===== src/rtl/mv_pkg.sv =====
// Shared types and helpers for the matrix-vector sequencer and its command interface.
package mv_pkg;

  // Sequencer states, in the order a row is processed.
  typedef enum logic [3:0] {
    IDLE,
    CLR,
    RD_X,
    WT_X,
    RD_W,
    WT_W,
    MAC,
    WR_R,
    FIN
  } state_t;

  // Element-width encoding carried on cfg_wide_i.
  localparam logic ELEM_NARROW = 1'b0;
  localparam logic ELEM_WIDE   = 1'b1;

  // Command function codes decoded by the command interface in front of this block.
  typedef enum logic [1:0] {
    CMD_NOP      = 2'd0,
    CMD_CFG_DIM  = 2'd1,
    CMD_CFG_ADDR = 2'd2,
    CMD_START    = 2'd3
  } cmd_t;

  // Byte stride between consecutive elements.
  function automatic logic [1:0] elem_size(input logic wide);
    return (wide == ELEM_WIDE) ? 2'd2 : 2'd1;
  endfunction

  // Sign-extend a raw memory word to a 16-bit MAC operand.
  function automatic logic [15:0] elem_extract(input logic [15:0] raw, input logic wide);
    return (wide == ELEM_WIDE) ? raw : {{8{raw[7]}}, raw[7:0]};
  endfunction

endpackage


===== src/rtl/mv_addr_gen.sv =====
// Address pointers and loop counters for the row-major matrix-vector walk.
module mv_addr_gen
  import mv_pkg::*;
#(
  parameter int ADDR_W = 32,
  parameter int DIM_W  = 16,
  parameter int ACC_W  = 32
) (
  input  logic              clk,
  input  logic              reset,
  input  logic              load,
  input  logic              row_start,
  input  logic              step,
  input  logic              row_adv,
  input  logic [DIM_W-1:0]  cfg_m,
  input  logic [DIM_W-1:0]  cfg_n,
  input  logic [ADDR_W-1:0] cfg_addr_w,
  input  logic [ADDR_W-1:0] cfg_addr_x,
  input  logic [ADDR_W-1:0] cfg_addr_r,
  input  logic              cfg_wide,
  output logic [ADDR_W-1:0] xptr,
  output logic [ADDR_W-1:0] wptr,
  output logic [ADDR_W-1:0] rptr,
  output logic              wide,
  output logic              last_i,
  output logic              last_j
);

  localparam logic [ADDR_W-1:0] R_STEP = ADDR_W'(ACC_W / 8);

  logic [ADDR_W-1:0] xbase;
  logic [DIM_W-1:0]  m_last;
  logic [DIM_W-1:0]  n_last;
  logic [DIM_W-1:0]  i_cnt;
  logic [DIM_W-1:0]  j_cnt;
  logic [ADDR_W-1:0] esz;

  assign esz    = ADDR_W'(elem_size(wide));
  assign last_i = (i_cnt == m_last);
  assign last_j = (j_cnt == n_last);

  // Latch the config on start, then walk pointers and counters under FSM control.
  always_ff @(posedge clk) begin
    // NOTE: sequential state uses <= so every register samples pre-edge values.
    if (reset) begin
      xptr   <= '0;
      wptr   <= '0;
      rptr   <= '0;
      xbase  <= '0;
      m_last <= '0;
      n_last <= '0;
      i_cnt  <= '0;
      j_cnt  <= '0;
      wide   <= ELEM_NARROW;
    end else if (load) begin
      xptr   <= cfg_addr_x;
      xbase  <= cfg_addr_x;
      wptr   <= cfg_addr_w;
      rptr   <= cfg_addr_r;
      m_last <= cfg_m - DIM_W'(1);
      n_last <= cfg_n - DIM_W'(1);
      i_cnt  <= '0;
      j_cnt  <= '0;
      wide   <= cfg_wide;
    end else begin
      if (row_start) begin
        xptr  <= xbase;
        j_cnt <= '0;
      end
      if (step) begin
        xptr <= xptr + esz;
        wptr <= wptr + esz;
        if (!last_j) j_cnt <= j_cnt + DIM_W'(1);
      end
      if (row_adv) begin
        rptr <= rptr + R_STEP;
        if (!last_i) i_cnt <= i_cnt + DIM_W'(1);
      end
    end
  end

endmodule


===== src/rtl/mv_seq_ctrl.sv =====
// Matrix-vector sequencer: fetches X[j] and W[i][j], drives the MAC, writes each row of R.
module mv_seq_ctrl
  import mv_pkg::*;
#(
  parameter int ADDR_W = 32,
  parameter int DIM_W  = 16,
  parameter int ACC_W  = 32
) (
  input  logic              clk,
  input  logic              reset,
  input  logic              start_valid_i,
  output logic              start_ready_o,
  input  logic [DIM_W-1:0]  cfg_m_i,
  input  logic [DIM_W-1:0]  cfg_n_i,
  input  logic [ADDR_W-1:0] cfg_addr_w_i,
  input  logic [ADDR_W-1:0] cfg_addr_x_i,
  input  logic [ADDR_W-1:0] cfg_addr_r_i,
  input  logic              cfg_wide_i,
  output logic              mem_req_valid_o,
  input  logic              mem_req_ready_i,
  output logic              mem_req_write_o,
  output logic [ADDR_W-1:0] mem_req_addr_o,
  output logic [ACC_W-1:0]  mem_req_data_o,
  input  logic              mem_resp_valid_i,
  input  logic [15:0]       mem_resp_data_i,
  output logic              mac_clear_o,
  output logic              mac_en_o,
  output logic [15:0]       mac_x_o,
  output logic [15:0]       mac_w_o,
  input  logic [ACC_W-1:0]  mac_acc_i,
  output logic              busy_o,
  output logic              done_o
);

  state_t            state, state_nx;
  logic              load, row_start, step, row_adv;
  logic [ADDR_W-1:0] xptr, wptr, rptr;
  logic              wide, last_i, last_j;
  logic [15:0]       x_q, w_q;

  mv_addr_gen #(.ADDR_W(ADDR_W), .DIM_W(DIM_W), .ACC_W(ACC_W)) u_addr_gen (
    .clk        (clk),
    .reset      (reset),
    .load       (load),
    .row_start  (row_start),
    .step       (step),
    .row_adv    (row_adv),
    .cfg_m      (cfg_m_i),
    .cfg_n      (cfg_n_i),
    .cfg_addr_w (cfg_addr_w_i),
    .cfg_addr_x (cfg_addr_x_i),
    .cfg_addr_r (cfg_addr_r_i),
    .cfg_wide   (cfg_wide_i),
    .xptr       (xptr),
    .wptr       (wptr),
    .rptr       (rptr),
    .wide       (wide),
    .last_i     (last_i),
    .last_j     (last_j)
  );

  assign mac_x_o = x_q;
  assign mac_w_o = w_q;

  // State register; reset aborts any run on the next edge.
  always_ff @(posedge clk) begin
    if (reset) state <= IDLE;
    else       state <= state_nx;
  end

  // Capture operands only while waiting for their read; stray responses elsewhere are dropped.
  always_ff @(posedge clk) begin
    if (reset) begin
      x_q <= '0;
      w_q <= '0;
    end else begin
      if (state == WT_X && mem_resp_valid_i) x_q <= elem_extract(mem_resp_data_i, wide);
      if (state == WT_W && mem_resp_valid_i) w_q <= elem_extract(mem_resp_data_i, wide);
    end
  end

  // Next-state and output decode; request fields depend only on state and pointers, so
  // they stay put while a request waits for ready.
  always_comb begin
    // NOTE: every output gets a default first so no path leaves a latch behind.
    state_nx        = state;
    start_ready_o   = 1'b0;
    busy_o          = 1'b1;
    done_o          = 1'b0;
    mem_req_valid_o = 1'b0;
    mem_req_write_o = 1'b0;
    mem_req_addr_o  = '0;
    mem_req_data_o  = '0;
    mac_clear_o     = 1'b0;
    mac_en_o        = 1'b0;
    load            = 1'b0;
    row_start       = 1'b0;
    step            = 1'b0;
    row_adv         = 1'b0;
    unique case (state)
      IDLE: begin
        busy_o        = 1'b0;
        start_ready_o = 1'b1;
        if (start_valid_i) begin
          load     = 1'b1;
          state_nx = (cfg_m_i == '0 || cfg_n_i == '0) ? FIN : CLR;
        end
      end
      CLR: begin
        mac_clear_o = 1'b1;
        row_start   = 1'b1;
        state_nx    = RD_X;
      end
      RD_X: begin
        mem_req_valid_o = 1'b1;
        mem_req_addr_o  = xptr;
        if (mem_req_ready_i) state_nx = WT_X;
      end
      WT_X: if (mem_resp_valid_i) state_nx = RD_W;
      RD_W: begin
        mem_req_valid_o = 1'b1;
        mem_req_addr_o  = wptr;
        if (mem_req_ready_i) state_nx = WT_W;
      end
      WT_W: if (mem_resp_valid_i) state_nx = MAC;
      MAC: begin
        mac_en_o = 1'b1;
        step     = 1'b1;
        state_nx = last_j ? WR_R : RD_X;
      end
      WR_R: begin
        mem_req_valid_o = 1'b1;
        mem_req_write_o = 1'b1;
        mem_req_addr_o  = rptr;
        mem_req_data_o  = mac_acc_i;
        if (mem_req_ready_i) begin
          row_adv  = 1'b1;
          state_nx = last_i ? FIN : CLR;
        end
      end
      FIN: begin
        busy_o   = 1'b0;
        done_o   = 1'b1;
        state_nx = IDLE;
      end
      default: begin
        busy_o   = 1'b0;
        state_nx = IDLE;
      end
    endcase
  end

endmodule


===== config.mk =====
export PLATFORM = sky130hd
export DESIGN_NAME = mv_seq_ctrl
export DESIGN_NICKNAME = d
export VERILOG_FILES = /design/src/rtl/mv_pkg.sv /design/src/rtl/mv_addr_gen.sv /design/src/rtl/mv_seq_ctrl.sv
export SDC_FILE = /design/constraint.sdc
export NUM_CORES = 1
export LEC_CHECK = 0
export BUFFER_PORTS_ARGS = -buffer_cell sky130_fd_sc_hd__buf_2
export CAP_MARGIN = 20
export CORE_UTILIZATION = 59
export CTS_CLUSTER_SIZE = 8
export DETAILED_ROUTE_END_ITERATION = 8
export PLACE_DENSITY_LB_ADDON = 0.08
export SETUP_SLACK_MARGIN = 0.5
export SLEW_MARGIN = 20
export SYNTH_ARGS = -nofsm -noshare
export SYNTH_HDL_FRONTEND = slang
export SYNTH_SLANG_ARGS = --single-unit

===== constraint.sdc =====
create_clock -name clk -period 8.8 [get_ports clk]
set_input_delay 0.44 -clock clk [delete_from_list [all_inputs] [get_ports clk]]
set_output_delay 0.44 -clock clk [all_outputs]
set_load 0.005 [all_outputs]

# ---- Word level (Yosys, flattened, before mapping)
# Cells that the tools add are included.
dict set report word_totals {
  regBits 229
  latch_bits 0
  mem_bits_rw 0
  rom_bits 0
  in_bits 182
  output_inout_bits 103
  memories 0
}
dict set report op_classes {
  addsub 7
  n_mul 0
  div 0
  magnitude_cmp 0
  n_eq_ne 16
  shifts 0
  n_mux 35
  bitwise_logic 1
  reduce_logical 14
}
# cell count
set op_table {}
lappend op_table {{$mux 32} 8}
lappend op_table {{$pmux 32 s3} 1}
lappend op_table {{$add 32x2->32} 2}
lappend op_table {{$mux 16} 4}
lappend op_table {{$add 16x1->16 const B} 2}
lappend op_table {{$add 32x3->32 const B} 1}
lappend op_table {{$eq 16x16->1} 2}
lappend op_table {{$logic_not 16->1} 2}
lappend op_table {{$mux 4} 8}
lappend op_table {{$pmux 4 s8} 1}
lappend op_table {{$sub 16x1->16 const B} 2}
lappend op_table {{$eq 4x3->1 const B} 4}
lappend op_table {{$ne 2x2->1 const B} 6}
lappend op_table {{$mux 1} 11}
lappend op_table {{$eq 4x2->1 const B} 2}
lappend op_table {{$reduce_or 7->1} 1}
lappend op_table {{$reduce_and 6->1} 1}
lappend op_table {{$eq 4x1->1 const B} 1}
lappend op_table {{$eq 4x4->1 const B} 1}
lappend op_table {{$logic_not 4->1} 1}
lappend op_table {{$reduce_bool 2->1} 2}
lappend op_table {{$mux 3} 1}
lappend op_table {{$reduce_bool 3->1} 1}
lappend op_table {{$reduce_or 3->1} 1}
lappend op_table {{other kinds (6)} 7}

# ---- Longest topological paths before layout
# Gate-level depths: netlist (run 1).
dict set report depth {
  depth_word 5
  ltp_mapped 12
}

# ---- By module
# From an unflattened synthesis (run 1), not the netlist that was laid out.
dict set report unflattened {
  hier_cells 1630
  hier_area_um2 12859.8
}
# mod n_inst cells_each area_each_um2 seq_area_each_um2
set modules_own_cells {}
lappend modules_own_cells {mv_addr_gen 1 1283 10363.7 3863.7}
lappend modules_own_cells {mv_seq_ctrl 1 347 2496.1 720.7}

# ---- Worst setup path after synthesis (run 1)
# OpenSTA, ideal clock, no wires.
dict set report synth_timing {
  path_type {register to register}
  start {register u_addr_gen.wide}
  end {register u_addr_gen.xptr[30]}
  setup_time_ps 78
  arrival_ps 2804
  t_required_ps 8722
  slack_ps 5918
  path_stages_with_launch 13
  path_buffers 2
  synth_period_minus_slack_ps 2882
  path_cell_list {dfxtp_1 > clkbuf_1 > inv_1 > ha_1 > inv_1 > fa_1 > and3b_1 > nor4bb_1 > buf_2 > nand4_1 > a21oi_1 > nor2_1 > nor3_1}
}
dict set report synth_via {
  elab_chain_len 4
}
# element line
set synth_lines {}
lappend synth_lines {{start: declaration} mv_addr_gen.sv:24} ;# output logic wide,
lappend synth_lines {{start signal: assignment} mv_addr_gen.sv:64} ;# wide <= cfg_wide;
lappend synth_lines {{$mux 2} mv_pkg.sv:31} ;# return (wide == ELEM_WIDE) ? 2'd2 : 2'd1;
lappend synth_lines {{$add 32x2->32} mv_addr_gen.sv:71} ;# xptr <= xptr + esz;
lappend synth_lines {{$mux 32} mv_addr_gen.sv:70} ;# if (step) begin
lappend synth_lines {{$mux 32} mv_addr_gen.sv:55} ;# end else if (load) begin
lappend synth_lines {{end signal: assignment} mv_addr_gen.sv:56} ;# xptr <= cfg_addr_x;
lappend synth_lines {{end signal: assignment} mv_addr_gen.sv:67} ;# xptr <= xbase;
lappend synth_lines {{end signal: assignment} mv_addr_gen.sv:71}
lappend synth_lines {{end: declaration} mv_addr_gen.sv:21} ;# output logic [ADDR_W-1:0] xptr,
# No other way between the ends.
# A chain may end at the register's enable or synchronous reset.

# ---- Worst setup path after layout (run 1)
dict set report layout_timing {
  start {register state[0]}
  end {register u_addr_gen.j_cnt[6]}
}
dict set report layout_via {
  elab_chain_len 5
  elab_cells_between_ends 10
  classes_between {2 x eq/ne; 6 x mux; 2 x reduce/logical}
}
# element line
set layout_lines {}
lappend layout_lines {{start: declaration} mv_seq_ctrl.sv:35} ;# state_t state, state_nx;
lappend layout_lines {{start signal: assignment} mv_seq_ctrl.sv:68} ;# else state <= state_nx;
lappend layout_lines {{$eq 4x1->1} mv_seq_ctrl.sv:100} ;# unique case (state)
lappend layout_lines {{$mux 1} mv_seq_ctrl.sv:100}
lappend layout_lines {{$mux 16} mv_addr_gen.sv:66} ;# if (row_start) begin
lappend layout_lines {{$mux 16} mv_addr_gen.sv:73} ;# if (!last_j) j_cnt <= j_cnt + DIM_W'(1);
lappend layout_lines {{$mux 16} mv_addr_gen.sv:70}
lappend layout_lines {{end signal: assignment} mv_addr_gen.sv:73}
lappend layout_lines {{end: declaration} mv_addr_gen.sv:35} ;# logic [DIM_W-1:0] j_cnt;
# Several ways; a longest one is shown, not always the timed one.

==> results of run 1 <==
power breakdown:
group | total (mW) | internal (mW) | switching [mW] | leakage [nW]
clock network | 1.17 | 0.731 | 0.442 | 0.460
logic | 1.11 | 0.439 | 0.667 | 3.53
registers | 1.55 | 1.27 | 0.281 | 1.88
cells in the mapped netlist (36+ instances only):
| cell | n |
|---|---|
| nor3_1 | 37 |
| xnor2_1 | 72 |
| nor2_1 | 190 |
| nand3_1 | 52 |
| nand2_1 | 225 |
| clkbuf_1 | 81 |
| xor2_1 | 39 |
| a21oi_1 | 92 |
| a22oi_1 | 40 |
| o21ai_0 | 40 |
| dfxtp_1 | 229 |
| and2_1 | 44 |
| nand4_1 | 36 |
| a211oi_1 | 95 |
critical path, delay by kind of cell, from the launching register on:
kind | cells | cell delay, ns
AND/OR/NAND/NOR | 4 | 2.36
flip-flops | 1 | 0.72
AO/OA/AOI/OAI | 2 | 0.38
state kept, by name (all words and copies together) (netlist names), 32 cells and up:
signal,count
u_addr_gen.xptr,32
u_addr_gen.rptr,32
u_addr_gen.xbase,32
u_addr_gen.wptr,32
worst max-delay path by stage:
stage	startpoint	to	slack, ns	depth (start not counted)
floorplan	u_addr_gen.wide	u_addr_gen.xptr[30]	5.92	12
global placement	state[0]	u_addr_gen.j_cnt[15]	5.48	6
detailed placement	state[0]	u_addr_gen.j_cnt[6]	5.30	6
CTS	state[0]	u_addr_gen.j_cnt[6]	5.30	6
global route	state[0]	u_addr_gen.j_cnt[15]	5.04	6
finish	state[0]	u_addr_gen.j_cnt[6]	5.26	6
layout make-up:
type | count | area share (%)
multi-input combinational | 1203 | 49.19
sequential | 229 | 31.15
timing repair buffer | 299 | 10.47
clock buffer | 37 | 6.291
tap | 270 | 2.295
inverter | 22 | 0.5611
clock inverter | 1 | 0.03400
antenna | 1 | 0.01700
per-stage QoR:
| stage | std cells | utilization (%) | setup WS, ns | hold WS (ns) | power, mW |
|---|---|---|---|---|---|
| after floorplan | 1563 | - | 5.918 | 0.4332 | 2.284 |
| after global placement | 2023 | 67.65 | 5.481 | 0.4409 | 2.603 |
| after detailed placement | 2023 | 67.69 | 5.302 | 0.4477 | 2.643 |
| after CTS | 2061 | 72.26 | 5.304 | 0.1630 | 3.818 |
| after global routing | 2061 | 72.26 | 5.037 | 0.1783 | 4.028 |
| final | 2062 | 72.27 | 5.262 | 0.1776 | 3.830 |
layer usage:
| layer | vias to the layer above | routed length, um | share of wire [%] |
|---|---|---|---|
| li1 | 6021 | - | - |
| met1 | 5667 | 15630 | 43 |
| met2 | 590 | 15840 | 44 |
| met3 | 81 | 3614 | 9.9 |
| met4 | 0 | 1299 | 3.6 |
| met5 | - | 0 | 0 |
logic make-up after synthesis:
| family | Yosys count | synth area share [%] |
|---|---|---|
| adders and majority gates | 12 | 1.343 |
| xor gates and xnor gates | 111 | 7.907 |
| AOI/OAI and AO/OA | 353 | 19.30 |
| DFF | 229 | 37.29 |
| buffers and inverters | 131 | 4.304 |
| muxes | 25 | 2.035 |
| and+or+nand+nor | 702 | 27.82 |
==> results.md, run 1 <==
- RSZ-0062 raised after global routing: false
- Crit path DAT: roughly 4 ns
- Worst-margin pin slew: 1.121 ns
- Yosys warns: 0
- CTS resizes: 0
- Storage cell area: 4584 sq um
- Die area: 21,420 sq um
- CTS tree: yes
- Fraction of registers with async set/reset: 0%
- Layout cells sized above 1: 20.83%
- Syn avg cell area: a little under 8 sq um
- Antenna-violating nets left: 0
- Root Driver: clkbuf_16
- Reg2Reg Depth: 6
- Dominant cells by area after synthesis: dfxtp_1 (37%), nand2_1 (6.9%), a211oi_1 (5.8%)
- Largest stage delay on the critical path: 1.05 ns
- Area delta synth->final: 19.70%
- Effective utilization at floorplan: between 60% and 70%
- Min-delay worst type: in2reg
- Yosys top cell area share: a little under two fifths
- Syn Nets: roughly 1,800
- CTS sink cnt: ~230
- GRT Total Usage: 33.22%
- # Max-Cap Violations: 0
- Fin crit share: between 40% and 50%
- Endpoints failing setup: 0
- Port Buffer Count: 284
- Critical path startpoint category: flip-flop
- Maximum clock path buffer count: 3
- Mapped Area: about 12,000 sq um
- Crit path required time: a little over 9 ns
- Hold-critical path depth: 2
- Core Rows: 52
- Io pins: 285
- Clock latency on the worst-skew pair: 0.50 ns
- Slew Limit Headroom: 25.29%
- Die X: 146.4 um
- Vias in the first global route: 11,470
- FF+latch count, synth: 229
- Antenna violations before repair: 1
- Detailed-route via count: 12,360
- Vias/cell: 5.994
- Final GP Congestion: 0.9637
- Yosys top cell by area: dfxtp_1
- CP Cell Sequence: nor4_4 > nand2_4 > nand2b_1 > nor3_1 > a22o_1 > a22o_1
- RR Startpoint: state[0]
- HPWL Detailed: 25,380 um
- Fin area: 14,720 sq um
- Met2 GRT Util: approximately 51%
- Clock-pin slew on the worst setup and hold paths: 0.05 ns
- Die H: roughly 150 um
- Setup TNS: 0 ns
- EDFF count, synth: 0
- Global route overflow: 0
- Hold_sp: cfg_n_i[0]
- Synth Instances: roughly 1,600
- Post-synthesis cell type count: 71
- Period minus WS final: about 3.5 ns
- CP max-delay cell: nor3_1
- First-pass DRT Iterations: 6
- Reg2reg end: u_addr_gen.j_cnt[6]
- Critical Path Fanout Max: 42
- DR DRC count: 0
- Status: complete, no violations
- Fillers: 1,692
- Commonest non-fill, non-tap cells in the layout: buf_2 (283), dfxtp_1 (229), nand2_1 (224)
- DP Area: 13,780 sq um
- Busiest layer in global routing: met2
- Post-cts hold buffer count: 0
- Max VDD drop: 0.1506 mV
- Core area: about 20,000 sq um
- Most used DFF post-synth: dfxtp_1
- Met3 usage: ~7.5%
- H-tree depth: 2
- Multi-input gate area: a little over 7000 sq um
- Peak Freq: 282.7 MHz
- Leak pwr: 5.862 nW
- Setup bufs post-CTS: 0
- DRT iter0 DRCs: 1,044
- Global-route wire length before repair: 58,020 um
- Most used cell, CP: a22o_1
- Slew Limit Fails: 0
- Most common cell after layout, fill and taps aside: buf_2
- M1 GR Usage: 45.32%
- Worst Clk Skew: a little under 0.02 ns
- Final hold vios: 0
- CP Class: reg2reg
- Largest net degree at the start of global routing: 100
- Nets: 1,983
- Worst setup EP type: flip-flop
- Wire per inst: 17.64 um
- Total wire length: 36,380 um
- CTS buffer count: 34
- Pwr Density: 260.2 nW/um^2
- Worst hold path endpoint: u_addr_gen.n_last[0]
- Flop-to-flop setup slack: ~5.3 ns
- Post-synthesis sequential area ratio: 37.29%
Power figures use the tool's default switching activity.
==> run 2: changes to the inputs <==
- ABC_AREA: unset -> 1
- CORE_UTILIZATION: 59 -> 56
- clock period: 8.8 -> 3.4 ns (I/O delays scaled with it)
==> run 2 against run 1 <==
Sequential share of layout area shrank 4.8 points. Critical endpoint is now mem_req_addr_o[11]. Clock skew down 0.0057 ns. Critical path depth up 2. Wire length grew 38%. First-iteration DRC count is 57% higher. Non-clock buffer count grew 76. Sequential power rose to 2.5 times the previous value.
==> results.md, run 2 <==
- Status: complete, no violations
- Worst setup EP type: primary output
- Nets: 2,779
- Critical path buffers and inverters: 4
- Area delta synth->final: 21.82%
- Global route overflow: 0
- Yosys warns: 0
- Io pins: approximately 290
- Largest stage delay on the critical path: 0.48 ns
- CTS sink cnt: 229
- Synth cell count leaders: nand2_1 (600), inv_1 (282), dfxtp_1 (229)
- Design Power: 10.40 mW
- Finished Core Util: 69.16%
- Most common cell after layout, fill and taps aside: nand2_1
- Dominant cells by area after synthesis: dfxtp_1 (32%), nand2_1 (16%), inv_1 (7.4%)
- DRT iter0 DRCs: 1,634
- Period minus WS final: approximately 2.8 ns
- H-tree depth: 2
- Total wire length: 50,050 um
- Port Buffer Count: 284
- Maximum clock path buffer count: 3
- Sw power: 4.201 mW
- CP max-delay cell: dfxtp_1
- Slew Limit Headroom: between 40% and 50%
- # Max-Cap Violations: 0
- EDFF count, synth: 0
- Pwr Density: roughly 600 nW/um^2
- Commonest non-fill, non-tap cells in the layout: nand2_1 (600), buf_2 (283), inv_1 (280)
- First-pass DRT Iterations: 6
- Worst-margin pin slew: 0.7936 ns
- Critical path startpoint category: flip-flop
- Register share of total power: between 30% and 40%
- Fraction of registers with async set/reset: 0%
- Syn Nets: around 2,500
- Clock latency on the worst-skew pair: between 0.5 and 0.6 ns
- Post-synthesis sequential area ratio: 32.16%
- Setup TNS: 0 ns
- Syn avg cell area: about 6.3 sq um
- Clock-pin slew on the worst setup and hold paths: 0.05 ns
- Core Rows: 58
- CP Cell Sequence: inv_2 > nand2_2 > inv_2 > nand2_2 > inv_1 > nand2_1 > o221ai_1 > buf_2
- Synth Instances: 2,279
- Net Sw Frac: roughly 40%
- Global-route wire length before repair: just under 80,000 um
- Vias/cell: between 5 and 6
- Antenna violations before repair: 0
- Most used DFF post-synth: dfxtp_1
- Yosys top cell by area: dfxtp_1
- Largest net degree at the start of global routing: 70
- Detailed-route via count: 16,620
- Effective utilization at floorplan: 56.78%
- Internal: around 6.2 mW
- Die H: 161.6 um
- CTS tree: yes
- CTS buffer count: 34
- Comb power frac: 34.1%
- Slew Limit Fails: 0
- Final hold vios: 0
- Min-delay worst type: in2reg
- FF+latch count, synth: approximately 230
- Yosys top cell area share: 32.16%
- Die area: 26,100 sq um
- RSZ-0062 raised after global routing: false
- Clk pwr share: approximately 28%
- Wire per inst: 17.17 um
- DR DRC count: 0
- HPWL Detailed: 36,050 um
- Critical Path Fanout Max: 18
- Worst Clk Skew: around 0.014 ns
- Fillers: 2,253
- Setup bufs post-CTS: 0
- Post-synthesis cell type count: 49
- GRT Total Usage: 37.21%
- Mapped Area: 14,260 sq um
- Max VDD drop: 0.4561 mV
- Cell with the most instances after synthesis: nand2_1
- Root Driver: clkbuf_16
- Crit path DAT: 2.60 ns
- Layout cells sized above 1: around 15%
- Crit path max-delay family: buffers and inverters
- Core area: 25,110 sq um
- Endpoints failing setup: 0
- Peak Freq: roughly 360 MHz
- CP Class: reg2out
- Final GP Congestion: 1.050
- Antenna-violating nets left: 0
- Fin crit share: roughly four fifths
- Die X: 161.6 um
- N_diodes: 0
- Crit path required time: 3.23 ns
- Leak pwr: 7.427 nW
- Vias in the first global route: between 10,000 and 15,000
run 2: cell types whose count changed after synthesis, moves of 33 or more:
cell,change
a211oi_1,-90
a21oi_1,+87
a22oi_1,-36
and2_1,-44
clkbuf_1,-33
inv_1,+261
nand2_1,+375
nand3_1,+114
o21ai_0,+107
o221ai_1,+34
xnor2_1,-58
run 2: cell families (layout without fill, tap and decap cells):
kind of cell,count (synthesis),after routing,share of synthesized area [%]
XOR/XNOR,50,50,3.072
adder cells (fa/ha/maj),12,12,1.159
buffers and inverters,400,707,11.39
AO/OA/AOI/OAI,466,466,18.71
AND/OR/NAND/NOR,1122,1122,33.51
flip-flops,229,229,32.16
run 2: worst min-delay path: stages:
cell     delay [ns]
buf_2          0.09
nand2_1        0.05
nand3_1        0.07
nand2_1        0.05
inv_1          0.04
run 2: what timing repair did:
item / 4_1_cts / 5_1_grt
resized for setup: 0 / 5
setup endpoints to repair: 0 / 13
hold buffers: 73 / 0
endpoints found under the hold margin: 104 / 0
run 2: metal layers:
layer	vias up	part of all wire (%)	wire (um)	track usage (%)
li1	8093	-	-	-
met1	7663	43	21740	50.26
met2	757	45	22290	59.01
met3	107	7.5	3768	4.622
met4	0	4.5	2249	17.41
met5	-	0	0	0
run 2: layout make-up:
class	instances	area [sq um]	share of cell area (%)
multi-input cells	1650	8055	46.38
flip-flops and latches	229	4584	26.40
repair buffers	375	2315	13.33
inverters	295	1115	6.419
clock buffers	36	868.3	5.000
well taps	330	412.9	2.378
clock inverters	1	16.27	0.09366
run 2: final timing paths:
path | start | end | slack, ns | cells after the start
worst max-delay path | state[3] | mem_req_addr_o[11] | 0.63 | 8
worst min-delay path | cfg_addr_r_i[22] | u_addr_gen.rptr[22] | 0.0008 | 5
worst max register to register | state[0] | u_addr_gen.m_last[3] | 0.70 | 10
worst min register to register | mac_x_o[7] | mac_x_o[7] | 0.46 | 2
run 2: stage by stage:
| stage | setup WS [ns] | std cells | hold slack [ns] | cell area, sq um |
|---|---|---|---|---|
| 6_report | 0.6286 | 2916 | 0.0008265 | 17370 |
| 5_1_grt | 0.5660 | 2916 | 0.008058 | 17370 |
| 4_1_cts | 0.5656 | 2916 | 0.0007472 | 17360 |
| 3_5_place_dp | 0.7184 | 2806 | 0.4100 | 15740 |
| 3_3_place_gp | 0.8457 | 2806 | 0.4110 | 15740 |
| 2_1_floorplan | 0.9194 | 2279 | 0.3049 | 14260 |
run 2: power by group through the flow:
stage	sequential (mW)	clock, mW	combinational [mW]
2_1_floorplan	3.68	0	2.49
3_3_place_gp	3.90	0	3.31
3_5_place_dp	3.90	0	3.38
4_1_cts	3.86	2.98	3.48
5_1_grt	3.95	3.10	3.91
6_report	3.89	2.97	3.55
==> run 3: changes to the inputs <==
- CORE_UTILIZATION: 56 -> 51
- clock period: 3.4 -> 2.4 ns (I/O delays scaled with it)
==> run 3 against run 2 <==
The run now ends with hold timing left. Largest power group is now combinational logic. Die area grew 9.7%. Clock skew decreased by 0.0020 ns. Wire length grew 12%. Cell area grew 16%. Via count rose by 5.3%. Clock power up 42%. Combinational power up 80%. Worst setup slack lost 0.32 ns.
==> results.md, run 3 (synthesized netlist as in run 2, its figures left out) <==
- Vias in the first global route: 15,970
- Die X: 169.2 um
- Clock-pin slew on the worst setup and hold paths: about 0.05 ns
- Most used cell, CP: buf_6
- Global route overflow: 0
- Place WS: 0.1777 ns
- Comb power frac: 39.4%
- Detailed-route via count: ~18,000
- HPWL Detailed: about 37,000 um
- Clk pwr share: 26.1%
- CTS sink cnt: about 230
- Die area: 28,630 sq um
- Leak pwr: around 8.5 nW
- Die H: 169.2 um
- Critical path startpoint category: flip-flop
- Pwr Density: about 800 nW/um^2
- Final GP Congestion: between 0.9 and 1
- Critical Path Fanout Max: 4
- Critical path buffers and inverters: 5
- Final setup margin: 0.3083 ns
- Sw power: 6.682 mW
- CP Class: reg2reg
- Core area: approximately 27,000 sq um
- Setup TNS: 0 ns
- Layout cells sized above 1: 24.43%
- Reg2Reg Depth: 13
- WP depth: 13
- Total wire length: 56,310 um
- Met2 GRT Util: 59.13%
- Area delta synth->final: 41.57%
- DR DRC count: 0
- Period minus WS final: 2.092 ns
- Antenna violations before repair: 0
- Placed insts: 2,868
- Critical path endpoint: u_addr_gen.wptr[22]
- Multi-input gate area: 9196 sq um
- M1 GR Usage: 48.92%
- Hold_ws: -0.0008034 ns
- Antenna-violating nets left: 0
- Crit path required time: around 2.8 ns
- Fin crit share: 87.15%
- Net Sw Frac: 41.28%
- N_diodes: 0
- Storage cell area: between 4000 and 5000 sq um
- Io pins: 285
- Flop-to-flop setup slack: roughly 0.31 ns
- First-pass DRT Iterations: 6
- Met3 usage: 4.897%
- Slew Limit Fails: 0
- CP Cell Sequence: inv_8 > buf_6 > fa_2 > inv_2 > nand3_4 > nor2_4 > buf_4 > buf_6 > nand2_4 > or2_4 > nand3_2 > nand2_1 > a21oi_1
- Reg2reg end: u_addr_gen.wptr[22]
- Busiest layer in global routing: met2
- RR Startpoint: u_addr_gen.wide
- Worst setup EP type: flip-flop
- Endpoints failing setup: 0
- Core Rows: 60
- Most common cell after layout, fill and taps aside: nand2_1
- Design Power: 16.19 mW
- Global-route wire length before repair: 84,010 um
- GRT Total Usage: 36.90%
- Slew Limit Headroom: between 50% and 60%
- Vias/cell: 5.679
- Clock latency on the worst-skew pair: 0.50 ns
- Critical Path Source: u_addr_gen.wide
- Peak Freq: 478.1 MHz
- # Max-Cap Violations: 0
- Commonest non-fill, non-tap cells in the layout: nand2_1 (572), buf_2 (280), inv_1 (267)
- Register share of total power: 34.5%
- Max VDD drop: 0.6482 mV
- CTS buffer count: 34
- CP max-delay cell: dfxtp_4
- Crit path DAT: 2.51 ns
- Hold_sp: cfg_addr_w_i[17]
- Largest net degree at the start of global routing: between 60 and 70
- Effective utilization at floorplan: 52.46%
- Worst-margin pin slew: 0.7287 ns
- Maximum clock path buffer count: 3
- Crit path max-delay family: simple AND/OR/NAND/NOR gates
- Largest stage delay on the critical path: around 0.38 ns
- Final hold vios: 1
- Port Buffer Count: 284
- Nets: a little under 3,000
- Min-delay worst type: in2reg
- Root Driver: clkbuf_16
- DRT iter0 DRCs: ~1,900
- Worst Clk Skew: 0.01171 ns
- Final Non-Filler Cells: 3,082
- Status: finished, violations left
- Failing checks: hold timing
- CTS tree: yes
- H-tree depth: 2
- Wire per inst: 18.27 um
- RSZ-0062 raised after global routing: true
- Fillers: 2,205
- Internal: 9.504 mW
[run 3: tightest hold or removal path, cell delays in order]
cell and delay, ns:
buf_2 0.10, nand2_1 0.07, o21ai_1 0.06, inv_1 0.05, a21oi_1 0.05
[run 3: power by group through the flow]
stage / sequential, mW / combinational [mW] / clock (mW)
finish: 5.59 / 6.38 / 4.22
global placement: 5.53 / 4.91 / 0
CTS: 5.49 / 5.61 / 4.25
floorplan: 5.23 / 3.57 / 0
detailed placement: 5.54 / 4.99 / 0
global route: 5.67 / 6.91 / 4.40
[run 3: final cells by class]
cell class,count,share of cell area (%)
Clock buffer,36,4.303
Clock inverter,1,0.08059
Inverter,295,5.809
Multi-Input combinational cell,1651,45.57
Sequential cell,229,22.91
Tap cell,372,2.306
Timing Repair Buffer,498,19.02
[run 3: worst min-delay path by stage]
stage	end	slack, ns	depth (start not counted)
5_1_grt	u_addr_gen.rptr[12]	0.03	3
2_1_floorplan	u_addr_gen.rptr[1]	0.25	2
4_1_cts	u_addr_gen.m_last[13]	0.0006	4
3_5_place_dp	u_addr_gen.xbase[26]	0.37	3
3_3_place_gp	u_addr_gen.xbase[21]	0.36	3
6_report	u_addr_gen.wptr[17]	-0.0008	5
[run 3: routing by layer]
| layer | routed length, um | vias to the layer above |
|---|---|---|
| li1 | - | 8364 |
| met5 | 0 | - |
| met4 | 2693 | 0 |
| met1 | 23420 | 8056 |
| met2 | 25470 | 906 |
| met3 | 4723 | 177 |
[run 3: metrics by stage]
stage	area (sq um)	util (%)
2_1_floorplan	14360	-
3_3_place_gp	16080	59.16
3_5_place_dp	16080	59.16
4_1_cts	18950	69.73
5_1_grt	20180	74.26
6_report	20180	74.26
[run 3: repair_timing]
action | CTS | global route
setup buffers | 33 | 26
hold buffers | 107 | 0
gates cloned | 4 | 7
pin swaps | 29 | 35
endpoints found under the hold margin | 139 | 0
resized for setup | 116 | 227
endpoints found under the setup margin | 173 | 198
